--- src/rtl/nibble_serial_adder_pkg.sv ---
// Shared definitions for the nibble-serial add/subtract engine.
//   NIBBLE   : slice width processed per RUN cycle
//   state_t  : controller states (IDLE / RUN / DONE)
//   clog2()  : counter width helper for the nibble counter
package nibble_serial_adder_pkg;

    localparam int unsigned NIBBLE = 4;

    typedef enum logic [1:0] {
        S_IDLE = 2'd0,
        S_RUN  = 2'd1,
        S_DONE = 2'd2
    } state_t;

    function automatic int unsigned clog2(input int unsigned value);
        int unsigned width;
        width = 0;
        while ((32'd1 << width) < value) begin
            width = width + 1;
        end
        return (width == 0) ? 1 : width;
    endfunction

endpackage

--- src/rtl/nibble_serial_adder_if.sv ---
// Request/response bundle of the nibble-serial adder.
//   start/sub/a/b                       : request, driven by the master (ALU decode)
//   busy/done/sum/carry_out/overflow/zero: response, driven by the slave (adder)
interface nibble_serial_adder_if #(
    parameter int unsigned WIDTH = 32
) ();

    logic             start;
    logic             sub;
    logic [WIDTH-1:0] a;
    logic [WIDTH-1:0] b;
    logic             busy;
    logic             done;
    logic [WIDTH-1:0] sum;
    logic             carry_out;
    logic             overflow;
    logic             zero;

    modport master (
        output start, sub, a, b,
        input  busy, done, sum, carry_out, overflow, zero
    );

    modport slave (
        input  start, sub, a, b,
        output busy, done, sum, carry_out, overflow, zero
    );

endinterface

--- src/rtl/nibble_serial_adder_cla.sv ---
// 4-bit carry-lookahead slice (CLA_UNIT).
//   i_a, i_b : nibble operands
//   i_c      : carry in
//   o_s      : nibble sum
//   o_c      : carry out of bit 3
module nibble_serial_adder_cla (
    input  logic [3:0] i_a,
    input  logic [3:0] i_b,
    input  logic       i_c,
    output logic [3:0] o_s,
    output logic       o_c
);

    logic [3:0] w_g;
    logic [3:0] w_p;
    logic [4:0] w_c;

    always_comb begin
        w_g = i_a & i_b;
        w_p = i_a ^ i_b;
        w_c[0] = i_c;
        w_c[1] = w_g[0] | (w_p[0] & i_c);
        w_c[2] = w_g[1] | (w_p[1] & w_g[0]) | (w_p[1] & w_p[0] & i_c);
        w_c[3] = w_g[2] | (w_p[2] & w_g[1]) | (w_p[2] & w_p[1] & w_g[0])
               | (w_p[2] & w_p[1] & w_p[0] & i_c);
        w_c[4] = w_g[3] | (w_p[3] & w_g[2]) | (w_p[3] & w_p[2] & w_g[1])
               | (w_p[3] & w_p[2] & w_p[1] & w_g[0])
               | (w_p[3] & w_p[2] & w_p[1] & w_p[0] & i_c);
        o_s = w_p ^ w_c[3:0];
        o_c = w_c[4];
    end

endmodule

--- src/rtl/nibble_serial_adder.sv ---
// Multi-cycle WIDTH-bit add/subtract engine using one 4-bit CLA slice.
// Operands are latched on an accepted start, then one nibble per cycle
// (LSB first) is added with a registered carry. Result and flags are
// published together on the last RUN edge and held until the next
// operation completes.
//   clk  : rising-edge clock
//   rst  : synchronous active-low reset
//   bus  : request/response bundle (slave side)
module nibble_serial_adder
    import nibble_serial_adder_pkg::*;
#(
    parameter int unsigned WIDTH = 32
) (
    input  logic                  clk,
    input  logic                  rst,
    nibble_serial_adder_if.slave  bus
);

    localparam int unsigned N     = WIDTH / NIBBLE;
    localparam int unsigned CNT_W = clog2(N);
    localparam logic [CNT_W-1:0] LAST_CNT = CNT_W'(N - 1);

    if ((WIDTH % NIBBLE) != 0 || WIDTH < 8) begin : g_width_check
        $error("nibble_serial_adder: WIDTH must be a multiple of 4 and >= 8");
    end

    state_t             r_state;
    state_t             w_state_next;
    logic [WIDTH-1:0]   r_a;
    logic [WIDTH-1:0]   r_b;
    logic               r_c;
    logic [CNT_W-1:0]   r_cnt;
    // Holds the N-1 nibbles already produced, newest at the top.
    logic [WIDTH-5:0]   r_acc;
    logic [WIDTH-1:0]   r_sum;
    logic               r_carry;
    logic               r_ovf;
    logic               r_zero;

    logic               w_accept;
    logic               w_last;
    logic [3:0]         w_s;
    logic               w_c;
    logic [WIDTH-1:0]   w_sum_next;

    nibble_serial_adder_cla u_cla (
        .i_a (r_a[3:0]),
        .i_b (r_b[3:0]),
        .i_c (r_c),
        .o_s (w_s),
        .o_c (w_c)
    );

    assign w_accept   = bus.start && (r_state != S_RUN);
    assign w_last     = (r_state == S_RUN) && (r_cnt == LAST_CNT);
    assign w_sum_next = {w_s, r_acc};

    always_ff @(posedge clk) begin
        if (!rst) begin
            r_state <= S_IDLE;
        end else begin
            r_state <= w_state_next;
        end
    end

    always_comb begin
        w_state_next = r_state;
        case (r_state)
            S_IDLE:  if (bus.start) w_state_next = S_RUN;
            S_RUN:   if (w_last)    w_state_next = S_DONE;
            S_DONE:  w_state_next = bus.start ? S_RUN : S_IDLE;
            default: w_state_next = S_IDLE;
        endcase
    end

    always_comb begin
        bus.busy      = (r_state == S_RUN);
        bus.done      = (r_state == S_DONE);
        bus.sum       = r_sum;
        bus.carry_out = r_carry;
        bus.overflow  = r_ovf;
        bus.zero      = r_zero;
    end

    always_ff @(posedge clk) begin
        if (!rst) begin
            r_a     <= '0;
            r_b     <= '0;
            r_c     <= 1'b0;
            r_cnt   <= '0;
            r_acc   <= '0;
            r_sum   <= '0;
            r_carry <= 1'b0;
            r_ovf   <= 1'b0;
            r_zero  <= 1'b0;
        end else if (w_accept) begin
            // Subtraction as a + ~b + 1: the +1 enters through the carry.
            r_a   <= bus.a;
            r_b   <= bus.sub ? ~bus.b : bus.b;
            r_c   <= bus.sub;
            r_cnt <= '0;
        end else if (r_state == S_RUN) begin
            r_a   <= {4'b0000, r_a[WIDTH-1:4]};
            r_b   <= {4'b0000, r_b[WIDTH-1:4]};
            r_c   <= w_c;
            r_cnt <= r_cnt + 1'b1;
            r_acc <= w_sum_next[WIDTH-1:4];
            if (w_last) begin
                r_sum   <= w_sum_next;
                r_carry <= w_c;
                // Carry into bit 3 (a^b^s) differs from carry out of it.
                r_ovf   <= r_a[3] ^ r_b[3] ^ w_s[3] ^ w_c;
                r_zero  <= (w_sum_next == '0);
            end
        end
    end

endmodule

--- src/flat_wrapper.sv ---
// flat-port wrapper written by rule: the top's interface ports become plain ports
module nibble_serial_adder_flat import nibble_serial_adder_pkg::*;
#(
    parameter int unsigned WIDTH = 32
)
  (clk, rst, bus_start, bus_sub, bus_a, bus_b, bus_busy, bus_done, bus_sum, bus_carry_out, bus_overflow, bus_zero);
  nibble_serial_adder_if #(.WIDTH(WIDTH)) bus_i ();
  input  logic clk;
  input  logic rst;
  input wire logic [$bits(bus_i.start)-1:0] bus_start;
  input wire logic [$bits(bus_i.sub)-1:0] bus_sub;
  input wire logic [$bits(bus_i.a)-1:0] bus_a;
  input wire logic [$bits(bus_i.b)-1:0] bus_b;
  output wire logic [$bits(bus_i.busy)-1:0] bus_busy;
  output wire logic [$bits(bus_i.done)-1:0] bus_done;
  output wire logic [$bits(bus_i.sum)-1:0] bus_sum;
  output wire logic [$bits(bus_i.carry_out)-1:0] bus_carry_out;
  output wire logic [$bits(bus_i.overflow)-1:0] bus_overflow;
  output wire logic [$bits(bus_i.zero)-1:0] bus_zero;
  assign bus_i.start = bus_start;
  assign bus_i.sub = bus_sub;
  assign bus_i.a = bus_a;
  assign bus_i.b = bus_b;
  assign bus_busy = bus_i.busy;
  assign bus_done = bus_i.done;
  assign bus_sum = bus_i.sum;
  assign bus_carry_out = bus_i.carry_out;
  assign bus_overflow = bus_i.overflow;
  assign bus_zero = bus_i.zero;
  nibble_serial_adder #(.WIDTH(WIDTH)) u_core (.clk(clk), .rst(rst), .bus(bus_i));
endmodule
--- config.mk ---
export PLATFORM = sky130hd
export DESIGN_NAME = nibble_serial_adder_flat
export DESIGN_NICKNAME = d
export VERILOG_FILES = /design/src/rtl/nibble_serial_adder_pkg.sv /design/src/rtl/nibble_serial_adder_if.sv /design/src/rtl/nibble_serial_adder_cla.sv /design/src/rtl/nibble_serial_adder.sv /design/src/flat_wrapper.sv
export SDC_FILE = /design/constraint.sdc
export NUM_CORES = 1
export LEC_CHECK = 0
export ABC_AREA = 1
export CAP_MARGIN = 20
export CORE_MARGIN = 2
export CORE_UTILIZATION = 30
export CTS_BUF_LIST = sky130_fd_sc_hd__clkbuf_8
export DETAILED_ROUTE_END_ITERATION = 16
export GPL_TIMING_DRIVEN = 0
export MAX_ROUTING_LAYER = met4
export SLEW_MARGIN = 10
export SYNTH_ARGS = -nofsm -noshare
export SYNTH_HDL_FRONTEND = slang
export SYNTH_SLANG_ARGS = --single-unit
--- constraint.sdc ---
create_clock -name clk -period 1.6 [get_ports clk]
set_input_delay 0.48 -clock clk [delete_from_list [all_inputs] [get_ports clk]]
set_output_delay 0.48 -clock clk [all_outputs]
set_load 0.01 [all_outputs]
==> impl_metrics.ini, run 1 <==
[routing]
final_antenna_net_count = 0
vias = 5323
wirelength_microns = 15500
drc = 0
drt_first_pass_iters = 5
drt-initial-drc-count = 270
vias_per_cell = 4.67
wl_per_cell_microns = 13.6

[placed_design]
dp_slack_ns = -0.492
gp_congestion = 0.784
dpl_cell_area_sq_um = 7050
post-dp-hpwl_microns = 11300
port_buffers = 102

[sta]
setup_tns_ns = -0.0283
slew_headroom_pct = 59.4
rsz0062_at_grt = true
clock_skew_ns = 0.00754
layout_setup_ws_ns = -0.0217
min_period_ns = 1.62
worst_pin_slew_ns = 0.608
hold_viol = 0
hold_slack_ns = 0.448
setup_violations = 2
final_max_slew_viol_count = 0
period_share_pct = 101
max_freq_ghz = 0.617

[logic_synthesis]
seq_area_frac_synth_pct = 46.5
syn_inst = 766
synth.net_count = 841
synth.distinct_cells = 30
syn_area_sq_um = 5730
ys_warn_count = 0
ys_ff_latch = 133
avgSynthCellArea_sq_um = 7.48

[floorplan]
initial_utilization_pct = 30.6
core_area_sq_um = 18700
die_y_microns = 142
die_area_sq_um = 20200
ios = 105
num_rows = 50
die_w_microns = 142

[setup_path]
crit_slowest_cell = dfxtp_4
required_ns = 1.12
slowest_delay_ns = 0.38
cp_max_fo = 2
crit_chain = nor2_8 -> buf_12 -> buf_6
crit_arrival_ns = 1.14
critical_path.top_delay_family = flip-flops
cp-start-kind = flop
crit_buf_inv = 2
path_class = reg2out
rrSetupSlack_ns = 0.01
endpoint_kind = primary output

[power_and_ir_drop]
power_frac_seq_pct = 49.3
p_leak_nw = 3.40
swShare_pct = 26.5
combPwrFrac_pct = 14.9
max-vdd-ir-drop_uv = 554
switchingPower_mw = 1.93
p_clk_share_pct = 35.8
pwr_density_cell_nw_per_um2 = 964
intPower_mw = 5.36

[global_route]
grt_pass1_vias = 4921
grt_pass1_wl_microns = 25000
grt_max_degree = 19
grt_overflow = 0
grt_usage_pct = 16.1
antenna_found_initial = 0

[min_path]
holdCritPathClass = in2reg

[finish]
nets = 971
final.fill_count = 1939
drive_above_1_share_pct = 12.7
regArea_sq_um = 2670
area_growth_pct = 32.0
final_area_sq_um = 7570
multi_input_area_sq_um = 2600
num_antenna_cells = 0
fin_util_pct = 40.5

[clocking]
clk_pin_slew_ns = 0.07
postCtsHoldBufs = 0
cts_tree = yes
cts.path.max_buffers = 2
htreeDepth = 4
clock_latency_ns = 0.44
cts_sinks = 133
root_buffer = clkbuf_8
cts_made_buffers = 17

[run]
maxCapViolations = 0

[run_status]
violations = negative setup slack
outcome = complete, but fails checks
[layout by cell type (no fill, tap or decap), types with 16 or more instances in the layout]
cell type / Yosys / final
nand2_1: 197 / 193
dfxtp_1: 133 / 128
inv_1: 79 / 80
nor2_1: 74 / 71
clkdlybuf4s50_1: 0 / 64
nand3_1: 50 / 49
o21ai_0: 40 / 39
dlygate4sd2_1: 0 / 35
a21oi_1: 27 / 27
clkbuf_8: 0 / 22
o221ai_1: 20 / 20
a31oi_1: 19 / 19
or2_2: 18 / 18
buf_2: 20 / 16
[tightest hold or removal path, cell delays in order]
cell and delay, ns:
buf_2 0.14, inv_2 0.16, a31oi_1 0.05
[cell usage after synthesis]
cell type,instances,area [sq um]
nand2_1,197,739
dfxtp_1,133,2660
inv_1,79,297
nor2_1,74,278
nand3_1,50,250
o21ai_0,40,200
a21oi_1,27,135
buf_2,20,100
o221ai_1,20,175
a31oi_1,19,119
clkbuf_1,18,67.6
or2_2,18,113
xnor2_1,13,114
a221oi_1,12,105
o211ai_1,12,90.1
ha_1,6,75.1
buf_1,5,18.8
buf_4,5,37.5
inv_2,4,15.0
xor2_1,4,35.0
fa_1,1,20.0
inv_4,1,6.26
nand2_4,1,11.3
nand3_2,1,10.0
nand4_1,1,6.26
nor2_2,1,6.26
nor2_4,1,11.3
nor2_8,1,20.0
o21bai_1,1,7.51
o22ai_1,1,6.26
[registers in the layout, summed over array words and instances (netlist names)]
register / cells
u_core.bus.sum: 32
u_core.r_a: 32
u_core.r_b: 32
u_core.r_acc: 28
u_core.r_cnt: 3
u_core.r_state: 2
u_core.bus.carry_out: 1
u_core.bus.overflow: 1
u_core.bus.zero: 1
u_core.r_c: 1
[worst paths after layout]
check,from,to,depth (start not counted)
max reg2reg,u_core.r_c,u_core.bus.zero,8
min reg2reg,u_core.bus.zero,u_core.bus.zero,2
max,u_core.r_state[1],bus_busy,3
min,rst,u_core.r_c,3
[per-layer routing]
| metal | vias up | GRT usage, % | part of all wire (%) |
|---|---|---|---|
| li1 | 2746 | - | - |
| met1 | 2405 | 21.8 | 49 |
| met2 | 163 | 24.6 | 45 |
| met3 | 9 | 3.43 | 5.5 |
| met4 | 0 | 3.89 | 0.83 |
| met5 | - | - | 0 |
[area by class of cell]
class	count	share of cell area, %
well taps	234	3.87
repair buffers	112	14.0
clock buffers	22	4.00
flip-flops and latches	133	35.3
plain buffers	47	3.34
clock inverters	8	0.794
multi-input cells	501	34.4
inverters	84	4.30
[repair_timing]
action                     4_1_cts  5_1_grt
resized for setup               62       35
pin swaps                        9        9
setup endpoints to repair       56      101
buffers inserted                 7        3
[through the flow]
| step | total power, mW | cells |
|---|---|---|
| 6_report | 7.29 | 1141 |
| 5_1_grt | 7.64 | 1141 |
| 4_1_cts | 7.32 | 1138 |
| 3_5_place_dp | 4.69 | 1102 |
| 3_3_place_gp | 4.68 | 1102 |
| 2_1_floorplan | 4.28 | 766 |
[kinds of logic (layout without fill, tap and decap cells)]
logic type | Yosys count | count (layout) | synth area share, %
AO/OA/AOI/OAI | 132 | 132 | 14.6
XOR/XNOR | 17 | 17 | 2.60
adder cells (fa/ha/maj) | 7 | 7 | 1.66
buffers and inverters | 132 | 273 | 9.45
flip-flops | 133 | 133 | 46.5
AND/OR/NAND/NOR | 345 | 345 | 25.2
[power by group through the flow]
stage | sequential, mW | combinational (mW) | clock (mW)
2_1_floorplan | 3.63 | 0.650 | 0
3_3_place_gp | 3.67 | 1.01 | 0
3_5_place_dp | 3.67 | 1.02 | 0
4_1_cts | 3.59 | 1.05 | 2.67
5_1_grt | 3.61 | 1.22 | 2.81
6_report | 3.60 | 1.09 | 2.61
Note: power is estimated with default switching activity, not from simulation.
==> inputs of run 2 (changes only) <==
- CAP_MARGIN: 20 -> not set
==> results of run 2 <==
Final layout, timing and power as in run 1 (identical DEF).
